**src/rtl/riscv_pkg.sv**
```systemverilog
// rtl/riscv_pkg.sv - shared constants and types for the instruction fetch stage
//
// Holds the NOP encoding that fills the IF/ID register out of reset, the
// default reset PC and the fetch state machine encoding.
package riscv_pkg;

  localparam logic [31:0] NOP_INST         = 32'h0000_0013;
  localparam logic [31:0] RESET_PC_DEFAULT = 32'h0000_0000;

  typedef enum logic [1:0] {
    FETCH = 2'd0,
    WAIT  = 2'd1,
    HOLD  = 2'd2
  } fetch_state_t;

endpackage

```
**src/rtl/if_id_reg.sv**
```systemverilog
// rtl/if_id_reg.sv - IF/ID pipeline register with a one-entry hold buffer
//
// Ports:
//   clk, reset       clock, asynchronous active-high reset
//   flush            drop the live entry (redirect)
//   load             take in_inst/in_pc straight into IF/ID
//   capture          park in_inst/in_pc in the hold buffer (slot busy)
//   unhold           move the hold buffer into IF/ID
//   consume          decode takes the live entry this cycle
//   in_inst, in_pc   returned instruction word and its PC
//   id_valid, id_inst, id_pc   IF/ID register outputs
module if_id_reg
  import riscv_pkg::*;
(
  input  logic        clk,
  input  logic        reset,
  input  logic        flush,
  input  logic        load,
  input  logic        capture,
  input  logic        unhold,
  input  logic        consume,
  input  logic [31:0] in_inst,
  input  logic [31:0] in_pc,
  output logic        id_valid,
  output logic [31:0] id_inst,
  output logic [31:0] id_pc
);

  logic [31:0] hold_inst;
  logic [31:0] hold_pc;

  // The hold buffer has no valid bit of its own: the fetch FSM sitting in
  // HOLD is what marks it live, so leaving HOLD on a flush drops it.
  always_ff @(posedge clk or posedge reset) begin
    if (reset) begin
      id_valid  <= 1'b0;
      id_inst   <= NOP_INST;
      id_pc     <= 32'h0000_0000;
      hold_inst <= NOP_INST;
      hold_pc   <= 32'h0000_0000;
    end else if (flush) begin
      id_valid <= 1'b0;
    end else begin
      if (load) begin
        id_valid <= 1'b1;
        id_inst  <= in_inst;
        id_pc    <= in_pc;
      end else if (unhold) begin
        id_valid <= 1'b1;
        id_inst  <= hold_inst;
        id_pc    <= hold_pc;
      end else if (consume) begin
        id_valid <= 1'b0;
      end
      if (capture) begin
        hold_inst <= in_inst;
        hold_pc   <= in_pc;
      end
    end
  end

endmodule

```
**src/rtl/instr_fetch.sv**
```systemverilog
// rtl/instr_fetch.sv - instruction fetch stage with IF/ID register
//
// One outstanding request at a time on a req/gnt/rvalid memory interface.
// Optional macro FETCH_MISALIGN_CHECK_EN: a misaligned redirect raises the
// sticky misalign_err and halts fetching until reset; without it the low two
// redirect bits are ignored and misalign_err is tied low.
//
// Ports:
//   clk, reset                       clock, asynchronous active-high reset
//   imem_req, imem_addr              fetch request and address (= pc)
//   imem_gnt, imem_rvalid, imem_rdata  grant, response valid, instruction word
//   redirect_valid, redirect_pc      taken branch/jump pulse and target
//   stall                            decode does not consume id_* this cycle
//   id_valid, id_inst, id_pc, id_pc_plus4  IF/ID register outputs
//   misalign_err                     sticky misaligned-redirect flag
module instr_fetch
  import riscv_pkg::*;
#(
  parameter logic [31:0] RESET_PC = RESET_PC_DEFAULT
) (
  input  logic        clk,
  input  logic        reset,
  output logic        imem_req,
  output logic [31:0] imem_addr,
  input  logic        imem_gnt,
  input  logic        imem_rvalid,
  input  logic [31:0] imem_rdata,
  input  logic        redirect_valid,
  input  logic [31:0] redirect_pc,
  input  logic        stall,
  output logic        id_valid,
  output logic [31:0] id_inst,
  output logic [31:0] id_pc,
  output logic [31:0] id_pc_plus4,
  output logic        misalign_err
);

  fetch_state_t state;
  logic [31:0]  pc;
  logic [31:0]  pc_plus4;
  logic [31:0]  redir_target;
  logic         kill;
  logic         slot_free;
  logic         rsp_live;
  logic         load_new;
  logic         capture;
  logic         unhold;
  logic         consume;

`ifdef FETCH_MISALIGN_CHECK_EN
  logic misalign_q;

  assign redir_target = redirect_pc;
  assign misalign_err = misalign_q;

  always_ff @(posedge clk or posedge reset) begin
    if (reset) begin
      misalign_q <= 1'b0;
    end else if (redirect_valid && (redirect_pc[1:0] != 2'b00)) begin
      misalign_q <= 1'b1;
    end
  end
`else
  logic unused_redirect_lsb;

  assign unused_redirect_lsb = ^redirect_pc[1:0];
  assign redir_target        = {redirect_pc[31:2], 2'b00};
  assign misalign_err        = 1'b0;
`endif

  // Held low during reset so the first request appears only once reset is
  // released; also held low forever after a misaligned redirect.
  assign imem_req  = !reset && (state == FETCH) && !kill && !misalign_err;
  assign imem_addr = pc;
  assign pc_plus4  = pc + 32'd4;

  assign slot_free = !id_valid || !stall;
  // A response that arrives while kill is set belongs to the old path.
  assign rsp_live  = (state == WAIT) && imem_rvalid && !kill;
  assign load_new  = rsp_live && slot_free && !redirect_valid;
  assign capture   = rsp_live && !slot_free && !redirect_valid;
  assign unhold    = (state == HOLD) && !stall && !redirect_valid;
  assign consume   = id_valid && !stall;

  always_ff @(posedge clk or posedge reset) begin
    if (reset) begin
      state <= FETCH;
      pc    <= RESET_PC;
      kill  <= 1'b0;
    end else if (redirect_valid) begin
      pc <= redir_target;
      // A request already accepted (granted now, or waiting without its
      // response yet) will still return a word, which must be discarded.
      if ((imem_req && imem_gnt) || ((state == WAIT) && !imem_rvalid)) begin
        state <= WAIT;
        kill  <= 1'b1;
      end else begin
        state <= FETCH;
        kill  <= 1'b0;
      end
    end else begin
      case (state)
        FETCH: begin
          if (imem_req && imem_gnt) begin
            state <= WAIT;
          end
        end
        WAIT: begin
          if (imem_rvalid) begin
            if (kill) begin
              kill  <= 1'b0;
              state <= FETCH;
            end else if (slot_free) begin
              pc    <= pc_plus4;
              state <= FETCH;
            end else begin
              state <= HOLD;
            end
          end
        end
        HOLD: begin
          if (!stall) begin
            pc    <= pc_plus4;
            state <= FETCH;
          end
        end
        default: state <= FETCH;
      endcase
    end
  end

  if_id_reg u_if_id_reg (
    .clk      (clk),
    .reset    (reset),
    .flush    (redirect_valid),
    .load     (load_new),
    .capture  (capture),
    .unhold   (unhold),
    .consume  (consume),
    .in_inst  (imem_rdata),
    .in_pc    (pc),
    .id_valid (id_valid),
    .id_inst  (id_inst),
    .id_pc    (id_pc)
  );

  assign id_pc_plus4 = id_pc + 32'd4;

endmodule

```
**config.mk**
```make
export PLATFORM = sky130hd
export DESIGN_NAME = instr_fetch
export DESIGN_NICKNAME = d
export VERILOG_FILES = /design/src/rtl/riscv_pkg.sv /design/src/rtl/if_id_reg.sv /design/src/rtl/instr_fetch.sv
export SDC_FILE = /design/constraint.sdc
export NUM_CORES = 1
export LEC_CHECK = 0
export CORE_ASPECT_RATIO = 1.2
export CORE_MARGIN = 2
export CORE_UTILIZATION = 45
export DETAILED_ROUTE_END_ITERATION = 6
export HOLD_SLACK_MARGIN = 0.06
export PLACE_DENSITY = 0.84
export SLEW_MARGIN = 30
export SYNTH_ARGS = -nofsm -noshare
export SYNTH_HDL_FRONTEND = slang
export SYNTH_HIERARCHICAL = 1
export SYNTH_SLANG_ARGS = --single-unit
```
**constraint.sdc**
```tcl
create_clock -name clk -period 5.1 [get_ports clk]
set_input_delay 1.53 -clock clk [delete_from_list [all_inputs] [get_ports clk]]
set_output_delay 1.53 -clock clk [all_outputs]
set_load 0.02 [all_outputs]
```
Word-level counts from Yosys, hierarchy flattened. Cells that the tools add are included.

$add $sub $neg: 2. Multiply operators: 0. Div/mod/pow operators: 0. Magnitude comparators: 0. Eq/ne operators: 7. Shifts and indexed selects: 0. Multiplexer cells: 26. Bitwise logic cells: 1. Reductions and logical operators: 33.

Operators by type and width (count): $mux W32 (9); $add A32 B3 Y32 const B (2); $pmux W32 S2 (1); $logic_and A1 B1 Y1 (13); $mux W2 (6); $ne A3 B3 Y1 const B (4); $mux W1 (9); $logic_not A1 Y1 (7); $pmux W2 S3 (1); $reduce_and A2 Y1 (3); $reduce_bool A2 Y1 (3); $reduce_and A5 Y1 (1); $reduce_bool A4 Y1 (1); $ne A3 B2 Y1 const B (1); $reduce_and A3 Y1 (1); $reduce_bool A3 Y1 (1); $eq A2 B1 Y1 const B (1); $eq A2 B2 Y1 const B (1); $logic_not A2 Y1 (1); $logic_or A1 B1 Y1 (2); $not A1 Y1 (1).

Register bits after elaboration: 164. Bits in latches: 0. Memory bits (writable): 0. Bits in read-only memories: 0. Input port bits: 70. Output and inout bits: 131. Logic and storage cells: 77. Memories: 0.

Logic depth before layout (Yosys ltp).
Word-level depth: 7. Depth in mapped cells: 9. Gate-level depth less buffers: 6.

Modules after synthesis. Netlist, hierarchy kept.

By module, submodules not included: if_id_reg (times used 1, cells an instance 490, area an instance 5511.5 µm², sequential area each 3235.6 µm²); instr_fetch (times used 1, cells an instance 304, area an instance 2467.4 µm², sequential area each 825.8 µm²).

Worst setup path before layout. OpenSTA, ideal clock, no wires.

Kind: input port to output port. Start point: in reset. End point: out imem_req. Data arrival time: 2224 ps. Data required time: 3570 ps. Path slack: 1346 ps. Stages on the path: 1. Buffers on the path: 0. Path through: nor4_1.

Word-level cells in the longest chain between the ends: 3.

RTL lines: from (decl) (line instr_fetch.sv:22) `input logic reset,`; $logic_not A1 Y1 (no line); $logic_and A1 B1 Y1 (2 in a row) (line instr_fetch.sv:73) `assign imem_req = !reset && (state == FETCH) && !kill && !misalign_err;`; to (decl) (line instr_fetch.sv:23) `output logic imem_req,`.

Every way passes these cells.

Final worst setup path. Ends and elaborated chain as after synthesis.

==> impl_metrics.json <==
{
  "floorplan.die.width_um": 126,
  "critical_path_class": "in -> out",
  "p_leak_nw": 4.45,
  "path_cells": "clkdlybuf4s50_1, nor4_1, clkdlybuf4s50_1",
  "nets": 1044,
  "place_congestion": 0.839,
  "synth.most_common_cell": "dfrtp_1",
  "placementRows": 53,
  "numPortBuffers": 195,
  "slowest_delay_ns": 0.68,
  "layout-drive-gt1-share": 0.142,
  "cts_hold_buf": 0,
  "slew_headroom": 0.401,
  "cts_buffer_depth": 2,
  "critical_path.most_common_cell": "clkdlybuf4s50_1",
  "grt_pass1_wl_um": 35200,
  "core_area_sq_mm": 0.0174,
  "insertion_delay_ns": 0.43,
  "hold_violations": 0,
  "clock-sinks": 162,
  "max_cap_violations": 0,
  "die-area_sq_mm": 0.0188,
  "antenna_left": 0,
  "dpl.hpwl_um": 14800,
  "chipHeight_um": 150,
  "synth_area_leader_cell": "dfrtp_1",
  "drt_first_pass_iters": 5,
  "grt_usage": 0.236,
  "cp-end-kind": "output pin",
  "synth_cells": 794,
  "clk_pin_slew_ns": 0.06,
  "fin_crit_sh": 0.898,
  "cp_max_fo": 3,
  "synthDistinctLibCells": 44,
  "netlist_area_sq_mm": 0.00798,
  "synth_top_area_share": 0.489,
  "synth-seq-cells": 162,
  "grt_start_max_net_pins": 76,
  "routed_wl_um": 22200,
  "io_pins": 201,
  "slew_violations": 0,
  "status": "complete, no violations",
  "final_cell_area_sq_mm": 0.0106,
  "avgViaCountPerCell": 5.64,
  "holdPathStages": 1,
  "synth-main-ff-cell": "dfrtp_1",
  "place_area_sq_mm": 0.0101,
  "max_freq_mhz": 218,
  "cp.required_ns": 3.57,
  "antenna_found_initial": 0,
  "skew_ns": 0.00704,
  "cts_resized": 0,
  "synth_edf_count": 0,
  "ir_drop_mv": 0.274,
  "seq_area_frac_synth": 0.509,
  "start_util": 0.457,
  "drc": 0,
  "drtIter0Drc": 396,
  "setup_viol": 0,
  "grt-ovfl-total": 0,
  "reg2reg_depth": 6,
  "post-cts-setup-buffers": 0,
  "worst-slew-pin-transition_ns": 0.899,
  "cts_tree": "yes",
  "num-fill-cells": 1396,
  "antenna_cells": 0,
  "cts_made_buffers": 17,
  "synthToLayoutAreaGrowth_pct": 33.4,
  "tns_ns": 0,
  "grt_pass1_vias": 6709,
  "hold_path_class": "reg -> reg",
  "finalCriticalPeriod_ns": 4.58,
  "vias": 6793,
  "yosys-top-cells-count": "156 x dfrtp_1, 153 x nor3_1, 69 x nor2_1",
  "h-tree-depth": 4,
  "critPathSlowestCell": "clkdlybuf4s50_1",
  "power-per-cell-area_mw_per_mm2": 475,
  "synth-async-reset-ratio": 1.00,
  "startpoint_type": "input port",
  "syn_area_per_cell_sq_um": 10.0,
  "ys.warnings.count": 6,
  "cts_root_buffer": "clkbuf_16",
  "ys_top_cells_by_area": "dfrtp_1 49%, nor3_1 9.6%, mux2_2 9.0%",
  "wl_per_cell_um": 18.5,
  "rsz0062_at_grt": "no",
  "arrival_ns": 3.05
}
area by class of cell:
cell class                 instances  area (sq um)  area share
multi-input combinational        570          3580       0.336
clock buffer                      20           457      0.0429
timing repair buffer             208          2080       0.196
tap                              220           275      0.0259
clock inverter                    11           130      0.0122
inverter                          13          56.3     0.00529
sequential                       162          4060       0.381
critical path, delay by kind of cell:
kind	cells	cell delay, ns
simple gates	1	0.33
buf+inv	2	1.19
power by group:
part	total, mW	leakage (nW)	internal (mW)	switching [mW]
sequential	1.86	2.06	1.55	0.314
clock	1.27	0.263	0.747	0.522
combinational	1.93	2.13	0.958	0.971
total	5.06	4.45	3.25	1.81
registers in the layout (all words and copies together) (netlist names):
| name | flops |
|---|---|
| u_if_id_reg/hold_inst | 32 |
| u_if_id_reg/hold_pc | 32 |
| u_if_id_reg/id_inst | 32 |
| u_if_id_reg/id_pc | 32 |
| imem_addr | 30 |
| state | 2 |
| kill | 1 |
| u_if_id_reg/id_valid | 1 |
worst paths after layout:
path / from / to / slack, ns
setup / recovery: reset / imem_req / 0.52
hold / removal: u_if_id_reg/hold_inst[10]$_DFFE_PP0P_ / u_if_id_reg/hold_inst[10]$_DFFE_PP0P_ / 0.51
setup reg to reg: state[1]$_DFFE_PP0P_ / u_if_id_reg/id_inst[12]$_DFFE_PP0P_ / 2.47
hold reg to reg: u_if_id_reg/hold_inst[10]$_DFFE_PP0P_ / u_if_id_reg/hold_inst[10]$_DFFE_PP0P_ / 0.51
max in group asynchronous: reset / u_if_id_reg/id_inst[1]$_DFFE_PP1P_ / 2.66
min in group asynchronous: reset / u_if_id_reg/hold_pc[31]$_DFFE_PP0P_ / 1.65
logic make-up after synthesis:
kind of cell,count (synthesis),share of synthesized area
simple gates,369,0.237
flops,162,0.509
compound gates,73,0.0532
buf+inv,68,0.0463
mux,65,0.0916
xor+xnor,54,0.0593
fa+ha+maj,2,0.00314
other cells,1,0.000470
per-stage QoR:
step / util / power [mW] / cells / hold slack, ns / worst slack, ns
final: 0.610 / 5.06 / 1204 / 0.507 / 0.522
after global routing: 0.610 / 5.29 / 1204 / 0.516 / 0.306
after CTS: 0.610 / 5.09 / 1204 / 0.511 / 0.523
after detailed placement: 0.577 / 3.81 / 1173 / 0.497 / 0.534
after global placement: 0.577 / 3.77 / 1173 / 0.490 / 0.592
after floorplan: - / 2.82 / 800 / 0.481 / 0.139
placed cells by master, fill, tap and decap left out, drive strengths merged, types with 7 or more instances in the layout:
cell,synthesis,routed
clkdlybuf4s50,0,194
nor3,165,165
dfrtp,156,156
nor2,69,69
mux2,64,64
nand2,52,52
xnor2,35,35
o21ai,30,30
o22ai,23,23
clkbuf,24,20
xor2,19,19
nand3,18,18
inv,13,15
buf,31,14
a21oi,13,13
nand4,10,10
and4,7,7
conb,1,7
clkinvlp,0,7
and3,7,7
routing by layer:
metal	track usage	vias up	share of wire
met1	0.293	3331	0.41
met2	0.391	264	0.50
met3	0.0476	53	0.061
met5	0	-	0
li1	-	3145	-
met4	0.122	0	0.034
No activity file was read; power rests on OpenSTA's default activity.
